**src/rtl/fp754_operand_unpack.sv**
```systemverilog
// Unpacks IEEE-754 single-precision operand triples into sign / +1-biased exponent / hidden-bit mantissa / class,
// buffered in a first-word-fall-through FIFO. Optional macro FP754_DENORM_FLUSH_EN flushes denormals to zero.
module fp754_operand_unpack #(
    parameter int DEPTH = 2,
    parameter int CNT_W = 16
) (
    input  logic             clk,
    input  logic             rst,
    input  logic             in_valid,
    output logic             in_ready,
    input  logic [31:0]      in_a,
    input  logic [31:0]      in_b,
    input  logic [31:0]      in_c,
    output logic             out_valid,
    input  logic             out_ready,
    output logic [2:0]       sign_out,
    output logic [7:0]       exp_a,
    output logic [7:0]       exp_b,
    output logic [7:0]       exp_c,
    output logic [23:0]      man_a,
    output logic [23:0]      man_b,
    output logic [23:0]      man_c,
    output logic [3:0]       class_a,
    output logic [3:0]       class_b,
    output logic [3:0]       class_c,
    output logic             sticky_exc,
    input  logic             clear_sticky,
    output logic [CNT_W-1:0] op_count
);

    localparam int PTR_W = (DEPTH > 1) ? $clog2(DEPTH) : 1;
    localparam int OCC_W = 3;
    localparam int DEC_W = 37;
    localparam int ENT_W = 3 * DEC_W;
    localparam logic [OCC_W-1:0] DEPTH_L = OCC_W'(DEPTH);
    localparam logic [PTR_W-1:0] LAST_L  = PTR_W'(DEPTH - 1);

    // Decoded operand layout: {sign, exp+1, {hidden, fraction}, {nan, inf, zero, denorm}}
    function automatic logic [DEC_W-1:0] decode(input logic [31:0] x);
        logic [7:0]  e;
        logic [22:0] f;
        logic [7:0]  ex;
        logic [23:0] m;
        logic        nan, inf, zero, den;
        e    = x[30:23];
        f    = x[22:0];
        ex   = e + 8'd1;
        m    = {(e != 8'd0), f};
        nan  = (&e) & (|f);
        inf  = (&e) & ~(|f);
        zero = ~(|e) & ~(|f);
        den  = ~(|e) & (|f);
`ifdef FP754_DENORM_FLUSH_EN
        if (den) begin
            m    = 24'd0;
            zero = 1'b1;
            den  = 1'b0;
        end
`endif
        return {x[31], ex, m, nan, inf, zero, den};
    endfunction

    function automatic logic [PTR_W-1:0] ptr_inc(input logic [PTR_W-1:0] p);
        return (p == LAST_L) ? '0 : p + 1'b1;
    endfunction

    logic [ENT_W-1:0] r_mem [DEPTH];
    logic [PTR_W-1:0] r_wr_ptr, r_rd_ptr;
    logic [OCC_W-1:0] r_occ;
    logic             r_sticky;
    logic [CNT_W-1:0] r_op_count;

    logic [DEC_W-1:0] w_dec_a, w_dec_b, w_dec_c;
    logic [ENT_W-1:0] w_head;
    logic             w_push, w_pop, w_exc;

    assign w_dec_a = decode(in_a);
    assign w_dec_b = decode(in_b);
    assign w_dec_c = decode(in_c);

    assign in_ready  = (r_occ < DEPTH_L);
    assign out_valid = (r_occ != '0);
    assign w_push    = in_valid & in_ready;
    assign w_pop     = out_valid & out_ready;
    assign w_exc     = |{w_dec_a[3:2], w_dec_b[3:2], w_dec_c[3:2]};

    // Push stage: decoded triple lands in the buffer slot at the write pointer
    always_ff @(posedge clk) begin
        if (w_push) r_mem[r_wr_ptr] <= {w_dec_a, w_dec_b, w_dec_c};
    end

    always_ff @(posedge clk) begin
        if (rst) begin
            r_wr_ptr   <= '0;
            r_rd_ptr   <= '0;
            r_occ      <= '0;
            r_sticky   <= 1'b0;
            r_op_count <= '0;
        end else begin
            if (w_push) r_wr_ptr <= ptr_inc(r_wr_ptr);
            if (w_pop)  r_rd_ptr <= ptr_inc(r_rd_ptr);
            if (w_push && !w_pop)      r_occ <= r_occ + 1'b1;
            else if (!w_push && w_pop) r_occ <= r_occ - 1'b1;
            if (w_push) r_op_count <= r_op_count + 1'b1;
            if (w_push && w_exc)   r_sticky <= 1'b1;
            else if (clear_sticky) r_sticky <= 1'b0;
        end
    end

    // Head entry is zeroed while the buffer is empty so stale slots never leak out
    assign w_head = out_valid ? r_mem[r_rd_ptr] : '0;

    assign sign_out   = {w_head[110], w_head[73], w_head[36]};
    assign exp_a      = w_head[109:102];
    assign man_a      = w_head[101:78];
    assign class_a    = w_head[77:74];
    assign exp_b      = w_head[72:65];
    assign man_b      = w_head[64:41];
    assign class_b    = w_head[40:37];
    assign exp_c      = w_head[35:28];
    assign man_c      = w_head[27:4];
    assign class_c    = w_head[3:0];
    assign sticky_exc = r_sticky;
    assign op_count   = r_op_count;

endmodule

```
**config.mk**
```make
export PLATFORM = sky130hd
export DESIGN_NAME = fp754_operand_unpack
export DESIGN_NICKNAME = d
export VERILOG_FILES = /design/src/rtl/fp754_operand_unpack.sv
export SDC_FILE = /design/constraint.sdc
export NUM_CORES = 1
export LEC_CHECK = 0
export ABC_AREA = 1
export BUFFER_PORTS_ARGS = -buffer_cell sky130_fd_sc_hd__buf_2
export CORE_MARGIN = 3
export CORE_UTILIZATION = 41
export DETAILED_ROUTE_END_ITERATION = 12
export GPL_TIMING_DRIVEN = 0
export PLACE_DENSITY = 0.73
export SYNTH_ARGS = -nofsm -noshare
export SYNTH_HDL_FRONTEND = slang
export SYNTH_SLANG_ARGS = --single-unit
```
**constraint.sdc**
```tcl
create_clock -name clk -period 7 [get_ports clk]
set_input_delay 1.4 -clock clk [delete_from_list [all_inputs] [get_ports clk]]
set_output_delay 1.4 -clock clk [all_outputs]
set_load 0.01 [all_outputs]
```
==> impl_metrics.csv, run 1 <==
group,metric,value,unit
status,outcome,"complete, no violations",
detailed_routing,met3_length,2060,µm
timing,finalSetupViolations,0,
synth,ys_types,29,
grt,antenna_found_initial,5,
critical_path,critPathCaptureType,"output port",
cells_and_area,postLayoutCellArea,0.0134,mm²
grt,grt_use_total,0.165,
detailed_routing,drt_iter0_drc,407,
synth,synth_nets,1014,
flow_run,max-cap-violations,0,
detailed_routing,num_vias,7232,
synth,ys_seq_elements,245,
floorplanning,initial_core_util,0.424,
power,switching_share,0.342,
clock_tree,cts_inserted_buffers,27,
critical_path,timing.rr.start,"r_occ[2]",
clock_tree,path_clk_slew,0.06,ns
critical_path,critPathArrivalTime,2.10,ns
cells_and_area,layout_commonest_cell,"buf_2",
place,dp.final_hpwl,17300,µm
detailed_routing,viasPerCell,4.75,
detailed_routing,drt-met1-wl,9860,µm
detailed_routing,highest_layer,"met5",
floorplanning,rows,58,
critical_path,r2r_cells,5,
critical_path,setup.worst_path.start_class,"register",
critical_path,worstPathRequired,5.60,ns
timing,final-max-slew-violation-count,0,
floorplanning,fp.dieW,169,µm
timing,min_period,3.50,ns
floorplanning,die-area,0.0285,mm²
power,power_switching,1.79,mW
power,power,5.24,mW
detailed_routing,ant_nets,0,
detailed_routing,dr_wl_met2,11500,µm
critical_path,crit_buf_inv,4,
clock_tree,cts_buffer_depth,3,
timing,relSlewSlack,0.366,
power,power_leakage,6.08,nW
critical_path,worstReg2RegEnd,"r_mem[0][66]",
timing,rsz0062_at_grt,"false",
critical_path,path_cells,"buf_2 -> buf_4 -> mux2_2 -> nand2_1 -> inv_1 -> buf_2",
cells_and_area,syn_to_final_growth,23.7,%
grt,grt_max_degree,32,
synth,synth_area,0.0109,mm²
floorplanning,die-height,169,µm
synth,yosysSeqAreaShare,0.656,
cells_and_area,final_layout_size_suffix_gt1_frac,0.355,
critical_path,critPathMostFrequentCell,"buf_2",
critical_path,cp_max_fo,10,
power,p_clk_frac,0.263,
clock_tree,htreeDepth,1,
power,vdd_drop_max,305,µV
floorplanning,ios,231,
synth,syn_inst,904,
timing,hold_viol_final,0,
power,power_frac_comb,0.369,
critical_path,cp.depth,6,
clock_tree,cts_sinks,245,
clock_tree,root_buffer,"clkbuf_16",
critical_path,cpLargestDelayFamily,"buffers and inverters",
clock_tree,insertion_delay,0.53,ns
timing,fmax,0.286,GHz
grt,grt_pass1_wl,38000,µm
timing,holdWs,0.467,ns
floorplanning,coreArea,0.0256,mm²
power,p_per_area,390,mW/mm²
cells_and_area,mostFrequentLayoutCells,"buf_2 (234), edfxtp_1 (222), nand2_1 (177), inv_1 (167), mux2_2 (111)",
synth,synth_area_per_cell,12.0,µm²
detailed_routing,drc,0,
clock_tree,ctsResizeCount,0,
timing,worstMarginPinSlew,0.949,ns
timing,finalCritPeriodShare,0.500,
critical_path,crit_end,"exp_a[7]",
timing,setup_ws,3.50,ns
grt,grt-ovfl-total,0,
clock_tree,cts_tree,"yes",
place,gp_congestion,0.837,
cells_and_area,nets,1279,
clock_tree,post_cts_buffers,0,
power,power_frac_seq,0.368,
critical_path,reg2reg_slack,4.74,ns
critical_path,critPathMaxStageDelay,0.36,ns
critical_path,cp_slowest_cell,"mux2_2",
timing,clock_skew,0.0189,ns
critical_path,worstSetupPathType,"register to output port",
detailed_routing,wl_per_cell,15.8,µm
place,dpl_cell_area,0.0126,mm²
min_path,hold_path.class,"register to register",
place,port_buffers,230,
power,p_int,3.45,mW
place,dpl_worst_slack,3.69,ns
detailed_routing,first_pass_iters,5,
clock_tree,cts_hold_buf,0,
grt,grt_pass1_vias,7567,
detailed_routing,wl,24000,µm
synth,ys_warn_count,0,
[power by group through the flow]
stage,Sequential [mW],Clock [mW],Combinational (mW)
final,1.93,1.38,1.94
after global routing,1.95,1.47,2.15
after CTS,1.93,1.41,1.98
after detailed placement,1.96,0,1.98
after global placement,2.04,0,1.90
after floorplan,2.00,0,1.17
[state kept, by name, summed over array words and instances (netlist names), named ones only]
| register | count |
|---|---|
| r_wr_ptr | 1 |
| op_count | 16 |
| sticky_exc | 1 |
| r_rd_ptr | 1 |
| r_occ | 3 |
| r_mem | 222 |
[worst min-delay path by stage]
stage                     slack, ns   startpoint  cells past startpoint           to
final                          0.47   sticky_exc                      2   sticky_exc
after global routing           0.49  op_count[8]                      2  op_count[8]
after CTS                      0.47   sticky_exc                      2   sticky_exc
after detailed placement       0.45   sticky_exc                      2   sticky_exc
after global placement         0.45  op_count[8]                      2  op_count[8]
after floorplan                0.45     r_rd_ptr                      2     register
[metal layers]
| layer | vias to the layer above | GRT usage |
|---|---|---|
| met5 | - | 0 |
| met2 | 237 | 0.283 |
| li1 | 3526 | - |
| met1 | 3416 | 0.207 |
| met4 | 6 | 0.0413 |
| met3 | 47 | 0.0481 |
[logic make-up (layout without fill, tap and decap cells)]
family / after synthesis / in the layout / share of synthesized area
simple gates: 301 / 301 / 0.116
xor+xnor: 18 / 18 / 0.0145
mux: 111 / 111 / 0.115
flops: 245 / 245 / 0.656
compound gates: 28 / 28 / 0.0134
buf+inv: 192 / 477 / 0.0734
other cells: 0 / 2 / 0
fa+ha+maj: 9 / 9 / 0.0111
[synth_stat cells, drive strengths merged]
cell,instances,area share
edfxtp,222,0.61
nand2,179,0.063
inv,167,0.058
mux2,111,0.12
nor2,82,0.031
buf,23,0.015
dfxtp,23,0.042
nand3,16,0.0074
xor2,16,0.013
a21oi,15,0.0069
o21ai,12,0.0059
nor3,9,0.0041
ha,8,0.0092
nand4,7,0.0052
nor4,4,0.0023
nand3b,3,0.0021
clkbuf,2,0.00069
xnor2,2,0.0016
a31oi,1,0.00058
fa,1,0.0018
nor3b,1,0.00069
[worst reg2reg max path: stages, from the launching register on]
cell     delay [ns]
dfxtp_1        0.34
nor2_4         0.16
nand2_4        0.14
nor2_4         0.74
buf_12         0.30
buf_12         0.23
[per-stage QoR]
stage | setup TNS (ns) | utilization | cells
after CTS | 0 | 0.524 | 1519
after global routing | 0 | 0.524 | 1521
after global placement | -614.75 | 0.485 | 1464
after detailed placement | 0 | 0.490 | 1470
after floorplan | 0 | - | 904
final | 0 | 0.524 | 1521
[layout make-up]
type                       instances  area, µm²
fill                            2285      12200
sequential                       245       7130
multi-input combinational        467       2950
timing repair buffer             236       1270
clock buffer                      34        733
inverter                         167        627
tap                              330        413
buffer                            25        170
clock inverter                    15        134
antenna                            2       5.00
(Power assumes the default switching activity.)
==> run 2, diff against run 1 <==
PLACE_DENSITY = 0.71   (was 0.73)
clock period = 3.6 ns   (was 7 ns; I/O delays follow)
==> impl_metrics.csv, run 2 (synthesized netlist as in run 1, its figures left out) <==
group,metric,value,unit
clock_tree,ctsResizeCount,0,
grt,grt_use_total,0.163,
timing,finalSetupViolations,0,
detailed_routing,viasPerCell,4.73,
status,outcome,"complete, no violations",
critical_path,critPathArrivalTime,2.08,ns
timing,relSlewSlack,0.618,
cells_and_area,layout_commonest_cell,"buf_2",
min_path,hold_path.class,"input pin to register",
power,power_leakage,6.09,nW
power,power_frac_seq,0.368,
timing,setup_ws,0.798,ns
critical_path,critPathCaptureType,"output port",
critical_path,critPathMaxStageDelay,0.37,ns
power,p_int,6.74,mW
cells_and_area,multi_input_area,0.00295,mm²
clock_tree,insertion_delay,0.52,ns
clock_tree,cts_hold_buf,0,
critical_path,worstSetupPathType,"register to output port",
floorplanning,die-area,0.0285,mm²
clock_tree,root_buffer,"clkbuf_16",
critical_path,cp_max_fo,10,
detailed_routing,num_vias,7200,
place,gp_congestion,0.806,
floorplanning,ios,231,
flow_run,max-cap-violations,0,
grt,grt_pass1_wl,37600,µm
cells_and_area,ff_latch_area,0.00713,mm²
detailed_routing,drc,0,
timing,min_period,2.80,ns
place,dpl_cell_area,0.0126,mm²
critical_path,worstPathRequired,2.88,ns
timing,hold_viol_final,0,
floorplanning,die-height,169,µm
clock_tree,cts_tree,"yes",
cells_and_area,final_layout_size_suffix_gt1_frac,0.350,
grt,grt_pass1_vias,7286,
timing,fmax,0.357,GHz
timing,finalCritPeriodShare,0.778,
cells_and_area,largest_reg_flops,222,
power,switching_share,0.338,
grt,grt-ovfl-total,0,
cells_and_area,fin_cells,1523,
detailed_routing,first_pass_iters,5,
clock_tree,post_cts_buffers,0,
cells_and_area,postLayoutCellArea,0.0135,mm²
clock_tree,cts_inserted_buffers,27,
floorplanning,rows,58,
place,placed_cells,1472,
cells_and_area,regMostFlops,"r_mem",
power,p_per_area,756,mW/mm²
timing,final-max-slew-violation-count,0,
detailed_routing,wl,23800,µm
clock_tree,htreeDepth,1,
critical_path,critPathMostFrequentCell,"buf_2",
power,power_switching,3.44,mW
critical_path,cp_slowest_cell,"mux2_2",
clock_tree,path_clk_slew,0.06,ns
detailed_routing,ant_nets,0,
floorplanning,initial_core_util,0.424,
timing,worstMarginPinSlew,0.573,ns
place,dp.final_hpwl,16700,µm
critical_path,path_cells,"buf_2 -> buf_4 -> mux2_2 -> nand2_1 -> inv_1 -> buf_2",
detailed_routing,wl_per_cell,15.6,µm
place,dpl_worst_slack,1.21,ns
timing,rsz0062_at_grt,"false",
cells_and_area,nets,1281,
floorplanning,fp.dieW,169,µm
critical_path,setup.worst_path.start_class,"register",
clock_tree,cts_sinks,245,
timing,holdWs,0.401,ns
power,p_clk_frac,0.260,
timing,clock_skew,0.0100,ns
grt,grt_max_degree,31,
place,port_buffers,230,
cells_and_area,nFillCells,2306,
power,power,10.2,mW
floorplanning,coreArea,0.0256,mm²
clock_tree,cts_buffer_depth,3,
power,vdd_drop_max,454,µV
cells_and_area,mostFrequentLayoutCells,"buf_2 (234), edfxtp_1 (222), nand2_1 (177), inv_1 (167), mux2_2 (111)",
power,power_frac_comb,0.372,
cells_and_area,syn_to_final_growth,24.0,%
detailed_routing,drt_iter0_drc,372,
grt,antenna_found_initial,7,
-- run 2: final timing paths --
| path | from | endpoint | slack (ns) | depth (start not counted) |
|---|---|---|---|---|
| setup / recovery | register | exp_c[6] | 0.80 | 6 |
| setup reg to reg | r_occ[1] | r_occ[2] | 1.52 | 10 |
| hold / removal | in_b[31] | r_mem[1][73] | 0.40 | 1 |
| hold reg to reg | sticky_exc | sticky_exc | 0.47 | 2 |
-- run 2: final cells by class --
cell class | count | share of cell area
Tap cell | 330 | 0.0307
Clock inverter | 16 | 0.0111
Clock buffer | 33 | 0.0518
Inverter | 167 | 0.0465
Multi-Input combinational cell | 467 | 0.219
Antenna cell | 2 | 0.000372
Sequential cell | 245 | 0.529
Timing Repair Buffer | 238 | 0.0985
Buffer | 25 | 0.0126
-- run 2: critical path, delay by kind of cell, from the launching register on --
family | cells | cell delay (ns)
AND/OR/NAND/NOR | 1 | 0.09
multiplexers | 1 | 0.37
buffers and inverters | 4 | 0.74
flip-flops | 1 | 0.36
-- run 2: power by group through the flow --
stage / Clock, mW / Combinational [mW] / Sequential, mW
2_1_floorplan: 0 / 2.28 / 3.81
5_1_grt: 2.85 / 4.22 / 3.78
4_1_cts: 2.72 / 3.90 / 3.75
3_3_place_gp: 0 / 3.72 / 3.84
6_report: 2.65 / 3.79 / 3.75
3_5_place_dp: 0 / 3.88 / 3.81
-- run 2: metal layers --
metal	global-route usage	up-vias	share of wire
met4	0.0295	12	0.017
li1	-	3525	-
met1	0.211	3397	0.41
met2	0.283	220	0.49
met5	0	-	0.0023
met3	0.0413	46	0.081
-- run 2: stage by stage --
stage / utilization / TNS, ns
final: 0.526 / 0
after global routing: 0.526 / 0
after CTS: 0.526 / 0
after detailed placement: 0.492 / 0
after global placement: 0.486 / -111.82
after floorplan: - / 0
